## src/rtl/ctrl_data_split_if.sv

```systemverilog
`default_nettype none
// ============================================================================
//  Module      : ctrl_data_split_if
//  Description : Bundle of the input stream and the two split output
//                channels (data / ctrl) of ctrl_data_split, with
//                master (producer/consumer side) and slave (block side)
//                modports.
//  Revision    : 1.0  initial release
// ============================================================================
interface ctrl_data_split_if #(
    parameter int DATA_WIDTH = 32,
    parameter int CTRL_WIDTH = 32,
    parameter int DEPTH      = 16
);
    localparam int c_LVL_W = $clog2(DEPTH) + 1;

    logic [CTRL_WIDTH+DATA_WIDTH-1:0] din;
    logic                             din_valid;
    logic                             din_ready;
    logic [DATA_WIDTH-1:0]            data_out;
    logic                             data_valid;
    logic                             data_ready;
    logic [CTRL_WIDTH-1:0]            ctrl_out;
    logic                             ctrl_valid;
    logic                             ctrl_ready;
    logic                             empty;
    logic [c_LVL_W-1:0]               data_level;
    logic [c_LVL_W-1:0]               ctrl_level;

    modport master (
        output din, din_valid, data_ready, ctrl_ready,
        input  din_ready, data_out, data_valid, ctrl_out, ctrl_valid,
               empty, data_level, ctrl_level
    );

    modport slave (
        input  din, din_valid, data_ready, ctrl_ready,
        output din_ready, data_out, data_valid, ctrl_out, ctrl_valid,
               empty, data_level, ctrl_level
    );
endinterface
`default_nettype wire

```

## src/rtl/ctrl_data_split.sv

```systemverilog
`default_nettype none
// ============================================================================
//  Module      : ctrl_data_split
//  Description : Splits each packed {ctrl, data} input word into two
//                independent first-word-fall-through buffers. A word is
//                only accepted when both buffers have room, so entry k of
//                each channel always comes from the same input word.
//                Optional macro CTRL_DATA_SPLIT_STATS_EN adds a saturating
//                16-bit stall_count output (cycles with din_valid=1 and
//                din_ready=0).
//  Revision    : 1.0  initial release
// ============================================================================
module ctrl_data_split #(
    parameter int DATA_WIDTH = 32,
    parameter int CTRL_WIDTH = 32,
    parameter int DEPTH      = 16
) (
    input  wire logic               clk,
    input  wire logic               rst_n,
    ctrl_data_split_if.slave        bus
`ifdef CTRL_DATA_SPLIT_STATS_EN
    ,
    output logic [15:0]             stall_count
`endif
);
    localparam int               c_AW        = $clog2(DEPTH);
    localparam int               c_LVL_W     = c_AW + 1;
    localparam logic [c_LVL_W-1:0] c_DEPTH_LVL = c_LVL_W'(DEPTH);

    // Storage: contents are never reset; levels alone define validity.
    logic [DATA_WIDTH-1:0] r_data_mem [DEPTH];
    logic [CTRL_WIDTH-1:0] r_ctrl_mem [DEPTH];

    logic [c_AW-1:0]    r_data_wr, r_data_rd;
    logic [c_AW-1:0]    r_ctrl_wr, r_ctrl_rd;
    logic [c_LVL_W-1:0] r_data_level, r_ctrl_level;

    logic w_din_ready;
    logic w_push;
    logic w_data_valid, w_ctrl_valid;
    logic w_data_pop, w_ctrl_pop;

    // Accept only when neither buffer is full; a same-cycle pop does not
    // free a slot for a push (no pass-through path).
    assign w_din_ready  = (r_data_level != c_DEPTH_LVL) && (r_ctrl_level != c_DEPTH_LVL);
    assign w_push       = bus.din_valid && w_din_ready;
    assign w_data_valid = (r_data_level != '0);
    assign w_ctrl_valid = (r_ctrl_level != '0);
    assign w_data_pop   = w_data_valid && bus.data_ready;
    assign w_ctrl_pop   = w_ctrl_valid && bus.ctrl_ready;

    assign bus.din_ready  = w_din_ready;
    assign bus.data_valid = w_data_valid;
    assign bus.ctrl_valid = w_ctrl_valid;
    assign bus.data_out   = w_data_valid ? r_data_mem[r_data_rd] : '0;
    assign bus.ctrl_out   = w_ctrl_valid ? r_ctrl_mem[r_ctrl_rd] : '0;
    assign bus.empty      = !w_data_valid && !w_ctrl_valid;
    assign bus.data_level = r_data_level;
    assign bus.ctrl_level = r_ctrl_level;

    // Write both halves of an accepted word into their buffers together.
    always_ff @(posedge clk) begin
        if (rst_n && w_push) begin
            r_data_mem[r_data_wr] <= bus.din[DATA_WIDTH-1:0];
            r_ctrl_mem[r_ctrl_wr] <= bus.din[CTRL_WIDTH+DATA_WIDTH-1:DATA_WIDTH];
        end
    end

    // Data channel pointers and occupancy.
    always_ff @(posedge clk) begin
        if (!rst_n) begin
            r_data_wr    <= '0;
            r_data_rd    <= '0;
            r_data_level <= '0;
        end else begin
            if (w_push)     r_data_wr <= r_data_wr + c_AW'(1);
            if (w_data_pop) r_data_rd <= r_data_rd + c_AW'(1);
            case ({w_push, w_data_pop})
                2'b10:   r_data_level <= r_data_level + c_LVL_W'(1);
                2'b01:   r_data_level <= r_data_level - c_LVL_W'(1);
                default: r_data_level <= r_data_level;
            endcase
        end
    end

    // Ctrl channel pointers and occupancy, popped independently of data.
    always_ff @(posedge clk) begin
        if (!rst_n) begin
            r_ctrl_wr    <= '0;
            r_ctrl_rd    <= '0;
            r_ctrl_level <= '0;
        end else begin
            if (w_push)     r_ctrl_wr <= r_ctrl_wr + c_AW'(1);
            if (w_ctrl_pop) r_ctrl_rd <= r_ctrl_rd + c_AW'(1);
            case ({w_push, w_ctrl_pop})
                2'b10:   r_ctrl_level <= r_ctrl_level + c_LVL_W'(1);
                2'b01:   r_ctrl_level <= r_ctrl_level - c_LVL_W'(1);
                default: r_ctrl_level <= r_ctrl_level;
            endcase
        end
    end

`ifdef CTRL_DATA_SPLIT_STATS_EN
    logic [15:0] r_stall_count;

    // Count back-pressured cycles, saturating at all-ones.
    always_ff @(posedge clk) begin
        if (!rst_n) begin
            r_stall_count <= '0;
        end else if (bus.din_valid && !w_din_ready && (r_stall_count != 16'hFFFF)) begin
            r_stall_count <= r_stall_count + 16'd1;
        end
    end

    assign stall_count = r_stall_count;
`endif

endmodule
`default_nettype wire

```

## src/flat_wrapper.sv

```systemverilog
// flat-port wrapper written by rule: the top's interface ports become plain ports
module ctrl_data_split_flat 
#(
    parameter int DATA_WIDTH = 32,
    parameter int CTRL_WIDTH = 32,
    parameter int DEPTH      = 16
)
  (clk, rst_n, bus_din, bus_din_valid, bus_data_ready, bus_ctrl_ready, bus_din_ready, bus_data_out, bus_data_valid, bus_ctrl_out, bus_ctrl_valid, bus_empty, bus_data_level, bus_ctrl_level);
  ctrl_data_split_if #(.DATA_WIDTH(DATA_WIDTH), .CTRL_WIDTH(CTRL_WIDTH), .DEPTH(DEPTH)) bus_i ();
  input  wire logic clk;
  input  wire logic rst_n;
  input wire logic [$bits(bus_i.din)-1:0] bus_din;
  input wire logic [$bits(bus_i.din_valid)-1:0] bus_din_valid;
  input wire logic [$bits(bus_i.data_ready)-1:0] bus_data_ready;
  input wire logic [$bits(bus_i.ctrl_ready)-1:0] bus_ctrl_ready;
  output wire logic [$bits(bus_i.din_ready)-1:0] bus_din_ready;
  output wire logic [$bits(bus_i.data_out)-1:0] bus_data_out;
  output wire logic [$bits(bus_i.data_valid)-1:0] bus_data_valid;
  output wire logic [$bits(bus_i.ctrl_out)-1:0] bus_ctrl_out;
  output wire logic [$bits(bus_i.ctrl_valid)-1:0] bus_ctrl_valid;
  output wire logic [$bits(bus_i.empty)-1:0] bus_empty;
  output wire logic [$bits(bus_i.data_level)-1:0] bus_data_level;
  output wire logic [$bits(bus_i.ctrl_level)-1:0] bus_ctrl_level;
  assign bus_i.din = bus_din;
  assign bus_i.din_valid = bus_din_valid;
  assign bus_i.data_ready = bus_data_ready;
  assign bus_i.ctrl_ready = bus_ctrl_ready;
  assign bus_din_ready = bus_i.din_ready;
  assign bus_data_out = bus_i.data_out;
  assign bus_data_valid = bus_i.data_valid;
  assign bus_ctrl_out = bus_i.ctrl_out;
  assign bus_ctrl_valid = bus_i.ctrl_valid;
  assign bus_empty = bus_i.empty;
  assign bus_data_level = bus_i.data_level;
  assign bus_ctrl_level = bus_i.ctrl_level;
  ctrl_data_split #(.DATA_WIDTH(DATA_WIDTH), .CTRL_WIDTH(CTRL_WIDTH), .DEPTH(DEPTH)) u_core (.clk(clk), .rst_n(rst_n), .bus(bus_i));
endmodule
```

## config.mk

```make
export PLATFORM = sky130hd
export DESIGN_NAME = ctrl_data_split_flat
export DESIGN_NICKNAME = d
export VERILOG_FILES = /design/src/rtl/ctrl_data_split_if.sv /design/src/rtl/ctrl_data_split.sv /design/src/flat_wrapper.sv
export SDC_FILE = /design/constraint.sdc
export NUM_CORES = 1
export LEC_CHECK = 0
export ABC_CLOCK_PERIOD_IN_PS = 9500
export CORE_MARGIN = 2
export CORE_UTILIZATION = 65
export CTS_BUF_LIST = sky130_fd_sc_hd__clkbuf_16
export CTS_CLUSTER_SIZE = 40
export DETAILED_ROUTE_END_ITERATION = 8
export PLACE_DENSITY = 0.84
export SETUP_SLACK_MARGIN = 0.5
export SYNTH_ARGS = -nofsm -noshare
export SYNTH_HDL_FRONTEND = slang
export SYNTH_SLANG_ARGS = --single-unit
```

## constraint.sdc

```tcl
create_clock -name clk -period 9.5 [get_ports clk]
set_clock_uncertainty 0.2 [all_clocks]
set_input_delay 0.95 -clock clk [delete_from_list [all_inputs] [get_ports clk]]
set_output_delay 0.95 -clock clk [all_outputs]
set_load 0.03 [all_outputs]
```

==> results of run 1 <==
[stage by stage]
stage                     utilization  hold slack, ns  cells  total power [mW]  cell area [µm²]
after CTS                       0.754           0.309   2911              12.2            46600
after global placement          0.702           0.285   2731              8.27            43400
after global routing            0.754           0.344   2914              12.5            46600
after detailed placement        0.702           0.299   2731              8.33            43400
final                           0.754           0.302   2915              12.1            46600
after floorplan                     -           0.268   1794              7.33            40800
[state kept, by name (all words and copies together) (netlist names), named ones only]
| name | flops |
|---|---|
| u_core.bus.data_level | 5 |
| u_core.r_data_mem | 512 |
| u_core.r_ctrl_rd | 4 |
| u_core.r_data_wr | 4 |
| u_core.bus.ctrl_level | 5 |
| u_core.r_ctrl_mem | 512 |
| u_core.r_data_rd | 4 |
| u_core.r_ctrl_wr | 4 |
[worst paths after layout]
| path | slack (ns) | start | endpoint | cells after the start |
|---|---|---|---|---|
| worst max-delay path | 4.12 | flip-flop | bus_ctrl_out[16] | 5 |
| worst min-delay path | 0.30 | u_core.r_ctrl_wr[3] | u_core.r_ctrl_wr[3] | 2 |
| worst max register to register | 6.29 | u_core.bus.data_level[0] | u_core.bus.data_level[3] | 9 |
| worst min register to register | 0.30 | u_core.r_ctrl_wr[3] | u_core.r_ctrl_wr[3] | 2 |
[worst min-delay path, delay by kind of cell, from the launching register on]
kind	cells	cell delay, ns
simple gates	1	0.07
flops	1	0.32
mux	1	0.06
[per-layer routing]
metal / global-route usage / vias to the layer above / routed length (µm)
met5: 0 / - / 34
met4: 0.110 / 6 / 2840
met3: 0.0584 / 205 / 8490
met2: 0.523 / 1297 / 50400
met1: 0.382 / 10500 / 32800
li1: - / 7964 / -
[logic make-up (layout without fill, tap and decap cells)]
group	Yosys count	after routing
flip-flops	1058	1058
multiplexers	330	330
AND/OR/NAND/NOR	181	181
buffers and inverters	107	387
AO/OA/AOI/OAI	88	88
adder cells (fa/ha/maj)	20	20
XOR/XNOR	10	10
other	0	4
[area by class of cell]
cell class	count	area, µm²	share of cell area
flip-flops and latches	1058	31500	0.675
multi-input cells	629	9030	0.194
clock buffers	99	2480	0.0532
repair buffers	194	1830	0.0394
well taps	837	1050	0.0225
clock inverters	81	696	0.0149
inverters	13	48.8	0.00105
diodes	4	10.0	0.000215
[cells in the final DEF, fill, tap and decap left out, types with 4 or more instances in the layout]
cell and instances:
clkinv_2 18, bufinv_16 10, nor3_2 4, nand2b_1 9
and2_1 13, nor2_4 29, clkinv_1 22, clkinvlp_4 4
clkinv_8 4, a221o_1 64, mux2_2 64, clkdlybuf4s50_1 146
nand3_1 14, inv_1 32, diode_2 4, nand2_1 18
dfxtp_1 28, dfxtp_4 5, buf_4 47, mux4_2 256
o21a_1 4, a21oi_1 5, xnor2_1 9, edfxtp_1 1024
nor2b_1 54, o21ai_0 5, nor2_1 7, mux2i_1 10
clkbuf_16 99, and2b_1 11, ha_1 18
[power groups by stage]
stage               clock network (mW)  logic, mW  registers [mW]
floorplan                            0       1.91            5.42
global placement                     0       2.79            5.48
detailed placement                   0       2.83            5.50
CTS                               3.92       2.89            5.41
global route                      4.07       3.01            5.42
finish                            3.88       2.87            5.40
==> out/qor.csv, run 1 <==
stage,metric,value,unit
outcome,status,completed,
pwr,p_sw_frac,0.283,
clock_tree,clkLatencyLatePin,0.67,ns
global_routing,overflow,0,
logic_synthesis,syn_inst,1794,
logic_synthesis,yosys.area.top_type,edfxtp_1,
pwr,p_leak,14.5,nW
floorplanning,start_util,0.659,
global_routing,grt.total_usage,0.301,
drt,drc,0,
drt,vias,20000,
logic_synthesis,synth-main-ff-cell,edfxtp_1,
min_path,hp-class,flip-flop to flip-flop,
sta,max-slew-margin-rel,0.262,
global_routing,grt_max_degree,129,
clock_tree,cts_setup_buffers,0,
logic_synthesis,ys_warn_count,0,
sta,worst_pin_slew,1.11,ns
clock_tree,post_cts_resized,0,
final_layout,drive_gt1_frac,0.270,
sta,setup_slack,4.12,ns
setup_path,path_max_fanout,56,
pwr,comb_power_share,0.236,
setup_path,slowest_delay,0.88,ns
drt,vias_per_cell,6.85,
drt,detail_route.iter0.violations,2148,
clock_tree,cts_buffers,99,
pwr,vdd_ir_drop_max,0.242,mV
clock_tree,tritoncts,yes,
logic_synthesis,synth-seq-cells,1058,
pwr,p_int,8.71,mW
drt,wl_per_cell,32.4,µm
clock_tree,path_clk_slew,0.06,ns
sta,setup_viol,0,
logic_synthesis,synth.distinct_cells,45,
drt,ant_nets,0,
logic_synthesis,synth_edf_count,1024,
clock_tree,clock-root-buffer,clkbuf_16,
clock_tree,holdBufCountCts,0,
logic_synthesis,syn_area,0.0408,mm²
logic_synthesis,synth_top_family_by_area,multiplexers,
setup_path,crit_chain,buf_4 -> mux4_2 -> mux2_2 -> a221o_1 -> clkdlybuf4s50_1,
pwr,clock_power_share,0.319,
sta,fmax,0.186,GHz
setup_path,crit_path_start_kind,flip-flop,
setup_path,crit_required,8.35,ns
setup_path,critical_path_class,flip-flop to output pin,
placement,place_ws,4.72,ns
drt,wirelength,94600,µm
sta,hold_violations,0,
setup_path,crit_path_end_kind,output pin,
final_layout,fin_nets,2084,
logic_synthesis,yosys.area_share.simple,0.0250,
setup_path,crit_path_top_delay_cell,buf_4,
pwr,switchingPower,3.43,mW
floorplanning,dieWidth,254,µm
final_layout,fillers,3140,
logic_synthesis,synthArstFlopShare,0,
floorplanning,num_rows,91,
setup_path,path_buf_inv,2,
clock_tree,htreeDepth,3,
placement,dp_hpwl,44400,µm
logic_synthesis,synthAdderAreaFrac,0.00651,
logic_synthesis,yosys-top-cells-count,"edfxtp_1, mux4_2, a221o_1, mux2_2, nor2b_1",
setup_path,cp_top_family,buffers and inverters,
sta,fin_setup_tns,0,ns
floorplanning,core-area,0.0618,mm²
pwr,powerDensity,261,mW/mm²
sta,finalCritPeriodShare,0.567,
floorplanning,ios,147,
logic_synthesis,synth-seq-area-share,0.771,
clock_tree,cts.sinks,1058,
logic_synthesis,yosysMostFrequentCell,edfxtp_1,
logic_synthesis,avgSynthCellArea,22.7,µm²
job,maxCapViolations,0,
sta,slew_violations,0,
logic_synthesis,synth_top_area_frac,0.754,
logic_synthesis,synth_area_leaders,"edfxtp_1, mux4_2, mux2_2",
floorplanning,die_area,0.0647,mm²
final_layout,area_growth_syn_to_layout,14.3,%
global_routing,grt_first_pass_wirelength,138000,µm
logic_synthesis,synth_compound_area_frac,0.0200,
setup_path,arrival,4.23,ns
sta,fin_crit,5.38,ns
clock_tree,clk_path_buf_depth,3,
placement,gp_congestion,0.754,
floorplanning,die_height,254,µm
drt,drt-pass1-iter-count,5,
logic_synthesis,synth_xor_area_frac,0.00215,
logic_synthesis,muxShareOfSynthArea,0.162,
pwr,seq_power_share,0.445,
global_routing,grt_antenna_before_repair,6,
sta,rsz0062_at_grt,false,
global_routing,grt_pass1_vias,20900,
placement,io_buffer_count,146,
logic_synthesis,synth_nets,1883,
Note: power is estimated with default switching activity, not from simulation.
==> inputs of run 2 (changes only) <==
Settings changed: ABC_CLOCK_PERIOD_IN_PS 9500 to 4960, CORE_UTILIZATION 65 to 61, PLACE_DENSITY 0.84 to 0.8.
Clock period 9.5 ns to 4.96 ns, I/O delays scaled along.
==> run 2 against run 1 <==
Compared with the run above: via count shrank 3.0%; final cell count is 1.4% higher; global-route usage decreased by 4.0 points; critical endpoint is now bus_data_out[23].
==> out/qor.csv, run 2 (same netlist as run 1, synthesis figures left out) <==
stage,metric,value,unit
min_path,hold_path_depth,2,
sta,rsz0062_at_grt,false,
sta,fmax,0.229,GHz
pwr,comb_power_share,0.239,
global_routing,grt_antenna_before_repair,7,
pwr,p_leak,14.6,nW
sta,hold_violations,0,
drt,drt-pass1-iter-count,5,
global_routing,overflow,0,
clock_tree,tritoncts,yes,
pwr,clock_power_share,0.317,
floorplanning,die_area,0.0689,mm²
pwr,p_sw_frac,0.277,
final_layout,top_regs,"u_core.r_ctrl_mem: 512 flops, u_core.r_data_mem: 512 flops",
setup_path,startpoint,u_core.bus.data_level[0],
setup_path,crit_path_end_kind,output pin,
clock_tree,clock-root-buffer,clkbuf_16,
global_routing,grt_pass1_vias,20700,
sta,fin_setup_tns,0,ns
min_path,hp-class,flip-flop to flip-flop,
floorplanning,ios,147,
setup_path,crit_path_start_kind,flip-flop,
placement,dp_hpwl,43800,µm
floorplanning,die_height,263,µm
setup_path,arrival,3.68,ns
drt,wl_per_cell,29.7,µm
floorplanning,core-area,0.0660,mm²
global_routing,grt.total_usage,0.261,
clock_tree,htreeDepth,3,
sta,worst_pin_slew,1.17,ns
min_path,holdPathEnd,u_core.r_ctrl_wr[3],
final_layout,fin_area,0.0468,mm²
setup_path,r2r_start,u_core.bus.data_level[0],
clock_tree,cts.sinks,1058,
drt,ant_nets,0,
job,maxCapViolations,0,
setup_path,timing.rr.end,u_core.bus.data_level[3],
setup_path,reg2reg_slack,1.67,ns
clock_tree,path_clk_slew,0.06,ns
clock_tree,cts_buffers,101,
final_layout,final_cell_mix,"edfxtp_1, mux4_2, clkdlybuf4s50_1",
pwr,vdd_ir_drop_max,0.518,mV
clock_tree,clkLatencyLatePin,0.65,ns
setup_path,path_max_fanout,12,
floorplanning,start_util,0.618,
drt,drc,0,
placement,io_buffer_count,146,
placement,placed_area,0.0436,mm²
pwr,p_int,16.7,mW
clock_tree,cts_setup_buffers,0,
final_layout,fin_nets,2097,
sta,fin_crit,4.38,ns
final_layout,drive_gt1_frac,0.271,
setup_path,crit_required,4.26,ns
pwr,switchingPower,6.39,mW
sta,finalCritPeriodShare,0.882,
outcome,status,completed,
global_routing,grt_max_degree,97,
drt,detail_route.iter0.violations,2232,
drt,wirelength,87800,µm
placement,gp_congestion,0.734,
sta,slew_violations,0,
global_routing,grt_first_pass_wirelength,132000,µm
drt,vias_per_cell,6.55,
pwr,powerDensity,494,mW/mm²
floorplanning,num_rows,94,
pwr,seq_power_share,0.444,
drt,vias,19400,
setup_path,ff2ff_path_depth,9,
clock_tree,clk_path_buf_depth,3,
min_path,min_from,u_core.r_ctrl_wr[3],
floorplanning,dieWidth,263,µm
final_layout,final_common_cell,edfxtp_1,
sta,max-slew-margin-rel,0.221,
setup_path,critical_path_class,flip-flop to output pin,
sta,setup_viol,0,
final_layout,fillers,3680,
final_layout,area_growth_syn_to_layout,14.7,%
run 2: routing by layer:
metal	up-vias	share of wire	track usage	wire, µm
met1	10200	0.36	0.330	31800
met4	12	0.028	0.0898	2460
met5	-	0.00092	0	81
li1	8002	-	-	-
met3	182	0.078	0.0529	6880
met2	971	0.53	0.455	46600
run 2: how the worst max path moves through the flow:
stage	endpoint	slack, ns	depth (start not counted)
2_1_floorplan	u_core.r_data_mem[1][0]	0.55	4
3_3_place_gp	bus_data_out[27]	1.18	6
3_5_place_dp	bus_data_out[21]	1.09	6
4_1_cts	bus_data_out[23]	0.54	6
5_1_grt	bus_data_out[29]	0.51	5
6_report	bus_data_out[23]	0.58	6
run 2: per-stage QoR:
step	hold WS, ns	power [mW]	cells	worst slack [ns]	util
6_report	0.312	23.1	2957	0.585	0.709
5_1_grt	0.345	23.9	2955	0.515	0.709
4_1_cts	0.313	23.3	2955	0.545	0.709
3_5_place_dp	0.306	15.9	2768	1.09	0.661
3_3_place_gp	0.292	15.8	2768	1.18	0.661
2_1_floorplan	0.268	14.0	1794	0.549	-
run 2: power groups by stage:
stage / logic (mW) / registers [mW] / clock network [mW]
floorplan: 3.65 / 10.4 / 0
global placement: 5.41 / 10.4 / 0
detailed placement: 5.49 / 10.4 / 0
CTS: 5.58 / 10.3 / 7.44
global route: 5.81 / 10.3 / 7.76
finish: 5.51 / 10.3 / 7.34
run 2: final cells by class:
| class | instances | area, µm² | area share |
|---|---|---|---|
| antenna | 2 | 5.00 | 0.000107 |
| clock buffer | 103 | 2580 | 0.0551 |
| clock inverter | 83 | 584 | 0.0125 |
| inverter | 13 | 48.8 | 0.00104 |
| multi-input combinational | 630 | 9060 | 0.194 |
| sequential | 1058 | 31500 | 0.672 |
| tap | 864 | 1080 | 0.0231 |
| timing repair buffer | 204 | 1960 | 0.0420 |
run 2: timing repair:
item,CTS,global route
hold buffers,0,0
gates resized for setup,0,1
cloned,1,0
setup endpoints to repair,9,1
pin swaps,1,0
run 2: worst max-delay path, cell delays in order (launching register included):
cell and delay (ns):
dfxtp_1 0.38, or4_4 0.66, o211ai_4 0.70, buf_4 0.32
nor2b_1 0.07, a221o_1 0.28, clkdlybuf4s50_1 0.60
==> inputs of run 3 (changes only) <==
Settings changed: CAP_MARGIN set to 10, REMOVE_ABC_BUFFERS set to 1.
==> run 3 against run 2 <==
Compared with the run above: worst hold slack improved by 0.00083 ns; register-to-register slack about the same; die area unchanged; sequential power about the same; clock-buffer cell count is the same; critical path type unchanged; final cell count barely moved; critical path depth stayed put.
==> out/qor.csv, run 3 (same netlist as run 1, synthesis figures left out) <==
stage,metric,value,unit
setup_path,reg2reg_slack,1.66,ns
sta,fmax,0.230,GHz
final_layout,final_common_cell,edfxtp_1,
floorplanning,ios,147,
drt,wl_met3,7280,µm
final_layout,fin_nets,2095,
floorplanning,die_height,263,µm
min_path,hp-class,flip-flop to flip-flop,
setup_path,path_max_fanout,15,
drt,topRoutingLayerUsed,met5,
sta,finalCritPeriodShare,0.877,
drt,dr_wl_met2,47500,µm
outcome,status,completed,
sta,slew_violations,0,
global_routing,grt.total_usage,0.265,
clock_tree,clk_path_buf_depth,3,
drt,detail_route.iter0.violations,2278,
clock_tree,htreeDepth,3,
sta,worst_pin_slew,1.19,ns
min_path,holdPathEnd,u_core.r_ctrl_wr[3],
pwr,p_leak,14.7,nW
global_routing,grt_pass1_vias,20500,
sta,max-slew-margin-rel,0.205,
global_routing,grt_antenna_before_repair,5,
clock_tree,holdBufCountCts,0,
sta,setup_viol,0,
setup_path,crit_path_end_kind,output pin,
final_layout,area_growth_syn_to_layout,15.5,%
min_path,min_from,u_core.r_ctrl_wr[3],
min_path,hold_path_depth,2,
placement,io_buffer_count,146,
setup_path,critical_path_class,flip-flop to output pin,
clock_tree,path_clk_slew,0.06,ns
job,maxCapViolations,0,
floorplanning,num_rows,94,
global_routing,grt_max_degree,67,
final_layout,drive_gt1_frac,0.278,
drt,wl_met1,32100,µm
drt,drc,0,
clock_tree,clock-root-buffer,clkbuf_16,
setup_path,crit_path_start_kind,flip-flop,
floorplanning,start_util,0.618,
sta,setup_slack,0.608,ns
drt,drt-pass1-iter-count,5,
sta,fin_setup_tns,0,ns
final_layout,top_regs,"u_core.r_ctrl_mem: 512 flops, u_core.r_data_mem: 512 flops",
clock_tree,cts_buffers,102,
setup_path,r2r_start,u_core.bus.data_level[0],
drt,vias_per_cell,6.64,
placement,dp_hpwl,45200,µm
clock_tree,cts.sinks,1058,
floorplanning,die_area,0.0689,mm²
drt,ant_nets,0,
clock_tree,tritoncts,yes,
setup_path,arrival,3.66,ns
placement,place_ws,1.31,ns
drt,wirelength,90100,µm
final_layout,final_cell_mix,"edfxtp_1, mux4_2, clkdlybuf4s50_1",
setup_path,timing.rr.end,u_core.bus.ctrl_level[4],
sta,hold_violations,0,
drt,vias,19600,
setup_path,crit_required,4.26,ns
clock_tree,clkLatencyLatePin,0.65,ns
global_routing,grt_first_pass_wirelength,133000,µm
drt,wl_per_cell,30.5,µm
clock_tree,post_cts_resized,0,
placement,gp_congestion,0.735,
floorplanning,core-area,0.0660,mm²
sta,rsz0062_at_grt,false,
setup_path,ff2ff_path_depth,11,
pwr,vdd_ir_drop_max,0.455,mV
sta,fin_crit,4.35,ns
clock_tree,cts_setup_buffers,0,
final_layout,fillers,3660,
global_routing,overflow,0,
pwr,powerDensity,504,mW/mm²
floorplanning,dieWidth,263,µm
[run 3: where the power goes]
part / switching (mW) / total [mW] / leakage [nW] / internal [mW]
sequential: 0.248 / 10.3 / 9.50 / 10.1
combinational: 3.01 / 5.52 / 3.42 / 2.51
clock: 3.31 / 7.93 / 1.76 / 4.62
total: 6.57 / 23.8 / 14.7 / 17.2
[run 3: metrics by stage]
stage | utilization | instances | area [µm²] | hold slack (ns) | power, mW
after global placement | 0.662 | 2766 | 43700 | 0.287 | 15.9
after CTS | 0.714 | 2954 | 47100 | 0.309 | 23.9
after global routing | 0.714 | 2955 | 47100 | 0.342 | 24.5
after floorplan | - | 1700 | 40300 | 0.268 | 14.2
final | 0.714 | 2955 | 47100 | 0.312 | 23.8
after detailed placement | 0.662 | 2766 | 43700 | 0.304 | 16.0
[run 3: area by class of cell]
cell class	count	area [µm²]	area share
Multi-Input combinational cell	629	9040	0.192
Clock buffer	103	2580	0.0547
Timing Repair Buffer	202	2040	0.0434
Tap cell	864	1080	0.0229
Sequential cell	1058	31500	0.668
Clock inverter	85	862	0.0183
Inverter	13	48.8	0.00104
Antenna cell	1	2.50	0.0000531
[run 3: critical path, cell delays in order, from the launching register on]
cell	delay, ns
dfxtp_1	0.37
or4_4	0.61
o211ai_4	0.61
buf_4	0.33
nor2b_1	0.07
a221o_1	0.36
clkdlybuf4s50_1	0.64
[run 3: worst max path at each step]
stage	depth (start not counted)	startpoint	endpoint	slack, ns
floorplan	3	flip-flop	bus_ctrl_out[30]	-1.29
global placement	5	flip-flop	bus_data_out[0]	1.35
detailed placement	6	u_core.bus.data_level[0]	bus_data_out[24]	1.31
CTS	5	flip-flop	bus_ctrl_out[21]	0.58
global route	5	flip-flop	bus_ctrl_out[21]	0.51
finish	6	u_core.bus.data_level[0]	bus_data_out[8]	0.61
[run 3: layer usage]
| layer | global-route usage | vias to the layer above |
|---|---|---|
| li1 | - | 7999 |
| met1 | 0.340 | 10300 |
| met2 | 0.458 | 1120 |
| met3 | 0.0484 | 210 |
| met4 | 0.0988 | 10 |
| met5 | 0.00901 | - |
